**config.mk**
```make
export PLATFORM = sky130hd
export DESIGN_NAME = id_token_collector
export DESIGN_NICKNAME = d
export VERILOG_FILES = /design/src/rtl/id_token_collector_pkg.sv /design/src/rtl/id_token_collector_char_class.sv /design/src/rtl/id_token_collector.sv
export SDC_FILE = /design/constraint.sdc
export NUM_CORES = 1
export LEC_CHECK = 0
export ABC_CLOCK_PERIOD_IN_PS = 2300
export CAP_MARGIN = 20
export CELL_PAD_IN_SITES_DETAIL_PLACEMENT = 1
export CELL_PAD_IN_SITES_GLOBAL_PLACEMENT = 1
export CORE_MARGIN = 10
export CORE_UTILIZATION = 37
export DETAILED_ROUTE_END_ITERATION = 12
export GPL_TIMING_DRIVEN = 0
export PLACE_DENSITY_LB_ADDON = 0.1
export SLEW_MARGIN = 20
export SYNTH_ARGS = -nofsm -noshare
export SYNTH_HDL_FRONTEND = slang
export SYNTH_SLANG_ARGS = --single-unit
```
**constraint.sdc**
```tcl
create_clock -name clk -period 2.3 [get_ports clk]
set_input_delay 0.46 -clock clk [delete_from_list [all_inputs] [get_ports clk]]
set_output_delay 0.46 -clock clk [all_outputs]
set_load 0.05 [all_outputs]
```
**src/rtl/id_token_collector_pkg.sv**
```systemverilog
// Shared definitions for the identifier token collector: FSM encoding,
// ASCII class bounds and the run-length saturation limit.
package id_token_collector_pkg;

  typedef enum logic {
    IDLE = 1'b0,
    RUN  = 1'b1
  } state_e;

  localparam logic [7:0] CH_0    = 8'h30;  // "0"
  localparam logic [7:0] CH_9    = 8'h39;  // "9"
  localparam logic [7:0] CH_UA   = 8'h41;  // "A"
  localparam logic [7:0] CH_UZ   = 8'h5A;  // "Z"
  localparam logic [7:0] CH_LA   = 8'h61;  // "a"
  localparam logic [7:0] CH_LZ   = 8'h7A;  // "z"
  localparam logic [7:0] LEN_MAX = 8'd255;

endpackage

```
**src/rtl/id_token_collector_char_class.sv**
```systemverilog
// Combinational ASCII classifier: flags letters and decimal digits.
module char_class
  import id_token_collector_pkg::*;
(
  input  logic [7:0] char,
  output logic       is_alpha,
  output logic       is_digit
);

  always_comb begin
    is_digit = (char >= CH_0) && (char <= CH_9);
    is_alpha = ((char >= CH_UA) && (char <= CH_UZ)) ||
               ((char >= CH_LA) && (char <= CH_LZ));
  end

endmodule

```
**src/rtl/id_token_collector.sv**
```systemverilog
// Collects identifier tokens from a character stream into a single-entry
// output buffer. Optional TOKEN_MAXLEN_EN adds a max_len high-water output.
module id_token_collector
  import id_token_collector_pkg::*;
(
  input  logic        clk,
  input  logic        reset,
  input  logic        in_valid,
  input  logic [7:0]  char,
  input  logic        match,
  output logic        tok_valid,
  output logic [7:0]  tok_len,
  input  logic        tok_ready,
  output logic [15:0] tok_count,
  output logic        drop
`ifdef TOKEN_MAXLEN_EN
  ,
  output logic [7:0]  max_len
`endif
);

  state_e      state_q, state_d;
  logic [7:0]  run_len_q, run_len_d;
  logic        buf_valid_q, buf_valid_d;
  logic [7:0]  tok_len_q, tok_len_d;
  logic [15:0] tok_count_q, tok_count_d;
  logic        drop_q, drop_d;

  logic is_alpha, is_digit, is_alnum;
  logic complete, release_buf, write_buf;

  char_class u_char_class (
    .char     (char),
    .is_alpha (is_alpha),
    .is_digit (is_digit)
  );

  assign is_alnum = is_alpha | is_digit;

  always_comb begin
    state_d     = state_q;
    run_len_d   = run_len_q;
    drop_d      = drop_q;
    tok_count_d = tok_count_q;
    tok_len_d   = tok_len_q;

    complete    = in_valid && (state_q == RUN) && !is_alnum && match;
    release_buf = buf_valid_q && tok_ready;
    // A full buffer can still accept a token if it drains on this edge.
    write_buf   = complete && (!buf_valid_q || tok_ready);

    if (in_valid) begin
      case (state_q)
        IDLE: begin
          if (is_alnum) begin
            state_d   = RUN;
            run_len_d = 8'd1;
          end
        end
        RUN: begin
          if (is_alnum) begin
            run_len_d = (run_len_q == LEN_MAX) ? LEN_MAX : run_len_q + 8'd1;
          end else begin
            state_d   = IDLE;
            run_len_d = 8'd0;
          end
        end
        default: state_d = IDLE;
      endcase
    end

    if (complete && !write_buf) drop_d = 1'b1;

    if (write_buf) begin
      buf_valid_d = 1'b1;
      tok_len_d   = run_len_q;
      tok_count_d = tok_count_q + 16'd1;
    end else if (release_buf) begin
      buf_valid_d = 1'b0;
    end else begin
      buf_valid_d = buf_valid_q;
    end
  end

  always_ff @(posedge clk) begin
    if (reset) begin
      state_q     <= IDLE;
      run_len_q   <= 8'd0;
      buf_valid_q <= 1'b0;
      tok_len_q   <= 8'd0;
      tok_count_q <= 16'd0;
      drop_q      <= 1'b0;
    end else begin
      state_q     <= state_d;
      run_len_q   <= run_len_d;
      buf_valid_q <= buf_valid_d;
      tok_len_q   <= tok_len_d;
      tok_count_q <= tok_count_d;
      drop_q      <= drop_d;
    end
  end

`ifdef TOKEN_MAXLEN_EN
  logic [7:0] max_len_q, max_len_d;

  always_comb begin
    max_len_d = max_len_q;
    if (write_buf && (run_len_q > max_len_q)) max_len_d = run_len_q;
  end

  always_ff @(posedge clk) begin
    if (reset) max_len_q <= 8'd0;
    else       max_len_q <= max_len_d;
  end

  assign max_len = max_len_q;
`endif

  assign tok_valid = buf_valid_q;
  assign tok_len   = tok_len_q;
  assign tok_count = tok_count_q;
  assign drop      = drop_q;

endmodule

```
==> results of run 1 <==
## repair_timing
action                     in CTS  in global routing
hold buffers                    0                  0
pin swaps                       0                  3
setup endpoints to repair      12                 18
setup buffers                   0                  4
resized for setup               2                  8
## cell usage in the layout, fill, tap and decap left out, drive strengths merged, types with 2 or more instances in the layout
master         count
nand3             12
ha                 2
a2111oi            4
a211o              3
inv                5
xnor2              6
dfxtp             35
or3                5
clkbuf            10
mux2i              9
nand2             14
o31ai              8
and4               2
a21oi             17
buf                7
nor2              27
nand4              4
dlymetal6s2s       3
o21ai             10
and3               5
clkdlybuf4s50     34
nor2b              2
nor3               5
a211oi             7
or4                5
## cell type report
type	count	area [sq um]
repair buffers	41	407.9
inverters	5	18.77
fillers	538	2122
flip-flops and latches	35	700.7
clock inverters	1	5.005
well taps	52	65.06
plain buffers	7	41.29
clock buffers	6	82.58
multi-input cells	157	1001
## state kept, by name, indices dropped and copies added (netlist names)
name       cells
tok_len        8
drop           1
tok_valid      1
run_len_q      8
tok_count     16
state_q        1
## worst max-delay path, stage by stage
cell	delay, ns
clkdlybuf4s50_1	0.52
and2_1	0.21
o31ai_4	0.13
buf_4	0.17
a211o_1	0.30
or4_1	0.47
a21oi_1	0.15
## metal layers
metal	global-route usage	wire length (microns)	share of wire
met5	0	0	0
met4	0.03084	21	0.0042
met3	0.03033	161	0.032
met2	0.2338	2572	0.51
met1	0.1580	2287	0.45
## per-stage QoR
stage | hold slack (ns) | instance area, sq um | setup WS, ns | utilization | instances
floorplan | 0.4954 | 1733 | 0.07941 | - | 204
global placement | 0.4719 | 2168 | -0.4474 | 0.4879 | 293
detailed placement | 0.4816 | 2168 | -0.4570 | 0.4879 | 293
CTS | 0.4921 | 2272 | 0.01315 | 0.5113 | 300
global route | 0.5217 | 2322 | 0.001572 | 0.5225 | 304
finish | 0.4923 | 2322 | 0.09730 | 0.5225 | 304
## power by group
part           switching (mW)  internal [mW]
clock                   0.218          0.235
sequential            0.00425          0.608
combinational          0.0556         0.0408
## logic make-up (layout without fill, tap and decap cells)
| logic type | count (synthesis) | count (layout) | synth area share |
|---|---|---|---|
| buffers and inverters | 12 | 60 | 0.03465 |
| and+or+nand+nor | 84 | 84 | 0.2469 |
| DFF | 35 | 35 | 0.4043 |
| AOI/OAI and AO/OA | 55 | 55 | 0.2123 |
| muxes | 9 | 9 | 0.05199 |
| adders and majority gates | 2 | 2 | 0.01444 |
| xor gates and xnor gates | 7 | 7 | 0.03538 |
## path summary, 6_finish.rpt
kind	end	slack, ns	cells after the start	startpoint
min	tok_count[15]	0.49	2	tok_count[15]
max	tok_count[15]	0.1	7	char[2]
min reg2reg	tok_count[15]	0.49	2	tok_count[15]
max reg2reg	tok_count[12]	0.27	6	tok_count[0]
==> run_results.csv, run 1 <==
group,metric,value,unit
timing,skew,0.007629,ns
run_status,status,"complete, no violations",
synth,synth_cell_types,39,
pwr,p_per_area,500.3,nW/um^2
setup_path,crit_required,2.52,ns
pwr,irDropWorstVdd,0.0002646,V
timing,rsz0062_at_grt,"false",
clock_tree,ctsLongestPathBuffers,2,
synth,synth.largest_area_cell,"dfxtp_1",
synth,synthCells,204,
synth,syn_area,1733,sq um
timing,hold_violations,0,
synth,ys.flop_type,"dfxtp_1",
synth,avgSynthCellArea,8.495,sq um
synth,yosys_warnings,0,
grt,antenna_found_initial,0,
place,port_buffers,37,
timing,setup_viol,0,
clock_tree,cts_tree,"built",
synth,yosysMostFrequentCell,"dfxtp_1",
grt,grt_first_pass_wirelength,8362,microns
place,dpl.hpwl,3837,microns
clock_tree,cts.sinks,35,
synth,netlist.area_leader.share,0.4043,
timing,drv_slew,0,
pwr,power,1.162,mW
layout,nets,267,
setup_path,critPathLaunchType,"primary input",
detailed_routing,via_per_inst,5.539,
synth,synthTopCellsByCount,"dfxtp_1 (35), nor2_1 (27), a21oi_1 (17)",
pwr,power.leakage,0.8209,nW
synth,synth-seq-cells,35,
floorplanning,core_area,4444,sq um
place,gp_congestion,0.8781,
timing,post-route-period-util,0.9577,
setup_path,end_kind,"register",
floorplanning,placementRows,24,
layout,drive_gt1_frac,0.08730,
job,max_cap_violations,0,
synth,synth_fp_nets,219,
detailed_routing,drc,0,
clock_tree,clk_pin_slew,0.07,ns
clock_tree,cts_max_level,2,
grt,grt_usage,0.1322,
detailed_routing,post_drt_wl_per_cell,16.59,microns
floorplanning,initial_utilization,0.3899,
detailed_routing,postRouteAntennaNets,0,
grt,grt_pass1_vias,1684,
grt,grt-ovfl-total,0,
clock_tree,worst_skew_pair.late_latency,0.28,ns
timing,period_needed,2.203,ns
layout,areaGrowthSynthToFinish,34.01,%
worst_hold_path,hp-class,"register to register",
grt,grt_max_degree,11,
detailed_routing,vias,1684,
timing,fin_tns_setup,0,ns
synth,synthTopCellsByArea,"dfxtp_1 (40%), nor2_1 (5.8%), mux2i_1 (5.2%)",
timing,worst_pin_slew,0.5297,ns
clock_tree,numCtsBuffers,5,
floorplanning,die_area,7821,sq um
detailed_routing,dr.pass1.iters,2,
timing,slew_headroom,0.6458,
synth,synthArstFlopShare,0,
synth,yosysSeqAreaShare,0.4043,
timing,max_freq,454.0,MHz
layout,diodes,0,
clock_tree,cts-root-buf,"clkbuf_8",
floorplanning,pin_count,39,
floorplanning,die_w,88.44,microns
setup_path,cp_max_fo,7,
floorplanning,die_h,88.44,microns
detailed_routing,finalWirelength,5042,microns
synth,synth_edf_count,0,
detailed_routing,drt_iter0_markers,36,
setup_path,cp.arrival,2.42,ns
setup_path,critPathKind,"primary input to register",
No activity file was read; power rests on OpenSTA's default activity.
==> run 2, diff against run 1 <==
CORE_UTILIZATION = 45   (was 37)
DONT_BUFFER_PORTS = 1   (was default)
==> run_results.csv, run 2 (synthesized netlist as in run 1, its figures left out) <==
group,metric,value,unit
run_status,status,"complete, no violations",
pwr,power_switching,0.2970,mW
floorplanning,die_w,82.06,microns
clock_tree,cts-root-buf,"clkbuf_8",
grt,grt_pass1_vias,1708,
timing,max_freq,457.1,MHz
grt,grt_max_degree,14,
grt,grt-ovfl-total,0,
setup_path,crit_required,2.52,ns
clock_tree,cts_tree,"built",
setup_path,critPathMaxStageDelay,0.76,ns
setup_path,end_kind,"register",
worst_hold_path,hp-class,"primary input to register",
grt,busiest_layer,"met2",
layout,drive_gt1_frac,0.1038,
setup_path,crit_top_cell,"and3_1",
place,dpl.cell_count,252,
clock_tree,numCtsBuffers,5,
pwr,power_frac_comb,0.051,
layout,mostFrequentLayoutCells,"dfxtp_1 (29), nor2_1 (27), a21oi_1 (17)",
layout,fin_cells,260,
pwr,p_clk_frac,0.411,
grt,grt_use_met1,0.1509,
timing,fin_tns_setup,0,ns
grt,grt_first_pass_wirelength,8224,microns
setup_path,critPathKind,"register to register",
layout,largest_reg_flops,16,
clock_tree,clk_pin_slew,0.08,ns
place,dpl.hpwl,3855,microns
floorplanning,die_area,6733,sq um
grt,antenna_found_initial,0,
layout,diodes,0,
timing,hold_violations,0,
detailed_routing,drt_iter0_markers,55,
place,port_buffers,0,
detailed_routing,postRouteAntennaNets,0,
pwr,power.leakage,0.6439,nW
setup_path,slowest_stage,"dfxtp_1",
timing,skew,0.003194,ns
clock_tree,cts_max_level,2,
floorplanning,core_area,3689,sq um
pwr,swShare,0.2616,
setup_path,critPathLaunchType,"register",
detailed_routing,vias,1588,
detailed_routing,dr.pass1.iters,4,
timing,period_needed,2.188,ns
layout,areaGrowthSynthToFinish,9.964,%
pwr,cellInternalPower,0.8382,mW
floorplanning,initial_utilization,0.4698,
detailed_routing,post_drt_wl_per_cell,19.35,microns
layout,layout_commonest_cell,"dfxtp_1",
clock_tree,ctsLongestPathBuffers,2,
setup_path,cp_max_fo,6,
setup_path,cp.arrival,2.41,ns
timing,setup_viol,0,
pwr,p_per_area,595.7,nW/um^2
timing,slew_headroom,0.4889,
detailed_routing,via_per_inst,6.108,
floorplanning,placementRows,22,
detailed_routing,finalWirelength,5032,microns
timing,drv_slew,0,
grt,grt_usage,0.1533,
layout,nets,226,
floorplanning,pin_count,39,
timing,post-route-period-util,0.9511,
floorplanning,die_h,82.06,microns
job,max_cap_violations,0,
clock_tree,worst_skew_pair.late_latency,0.29,ns
pwr,irDropWorstVdd,0.0004641,V
detailed_routing,drc,0,
timing,worst_pin_slew,0.7621,ns
grt,met3_usage,0.05022,
grt,met2_usage,0.2931,
pwr,p_seq_frac,0.538,
setup_path,path_cells,"and3_1, and3_1, nand4_1, or4_1, a21oi_1",
place,gp_congestion,0.7867,
clock_tree,cts.sinks,35,
[run 2: power by group through the flow]
| stage | Combinational (mW) | Clock (mW) | Sequential [mW] |
|---|---|---|---|
| final | 0.0578 | 0.467 | 0.611 |
| after global routing | 0.0638 | 0.510 | 0.612 |
| after CTS | 0.0568 | 0.477 | 0.613 |
| after detailed placement | 0.0565 | 0 | 0.628 |
| after global placement | 0.0543 | 0 | 0.628 |
| after floorplan | 0.0417 | 0 | 0.626 |
[run 2: worst paths after layout]
kind,from,end,slack (ns),cells past startpoint
worst min register to register,run_len_q[1],run_len_q[1],0.58,2
worst max-delay path,tok_count[7],tok_count[14],0.11,5
worst min-delay path,in_valid,run_len_q[1],0.43,4
worst max register to register,tok_count[7],tok_count[14],0.11,5
[run 2: layer usage]
metal / vias to the layer above / share of wire
met5: - / 0
met1: 773 / 0.37
met4: 0 / 0.016
li1: 770 / -
met2: 34 / 0.55
met3: 11 / 0.066
[run 2: repair_timing]
action / in CTS / in global routing
endpoints found under the setup margin: 4 / 2
setup buffers: 0 / 0
hold buffers: 0 / 0
endpoints found under the hold margin: 0 / 0
resized for setup: 7 / 4
[run 2: area by class of cell]
cell class	count	area (sq um)
inverters	5	18.77
flip-flops and latches	35	713.2
fillers	463	1783
clock inverters	3	23.77
clock buffers	5	68.82
multi-input cells	157	979.7
plain buffers	7	41.29
well taps	48	60.06
[run 2: through the flow]
stage | power, mW | worst slack [ns] | utilization | hold slack (ns) | cell area (sq um)
after floorplan | 0.6681 | 0.07941 | - | 0.4954 | 1733
after global routing | 1.185 | -0.02098 | 0.5166 | 0.4574 | 1906
final | 1.135 | 0.1125 | 0.5166 | 0.4344 | 1906
after detailed placement | 0.6841 | -0.2478 | 0.4861 | 0.5677 | 1793
after CTS | 1.146 | 0.07204 | 0.5136 | 0.4314 | 1894
after global placement | 0.6819 | -0.1474 | 0.4861 | 0.5323 | 1793
[run 2: critical path: cells and delay by family (launching register included)]
family          cells  cell delay [ns]
compound gates      1             0.14
simple gates        4             1.21
flops               1             0.76
==> run 3, diff against run 2 <==
GPL_ROUTABILITY_DRIVEN = 0   (was default)
==> results of run 3 <==
The final DEF is identical to that of run 2; final timing and power are the same.
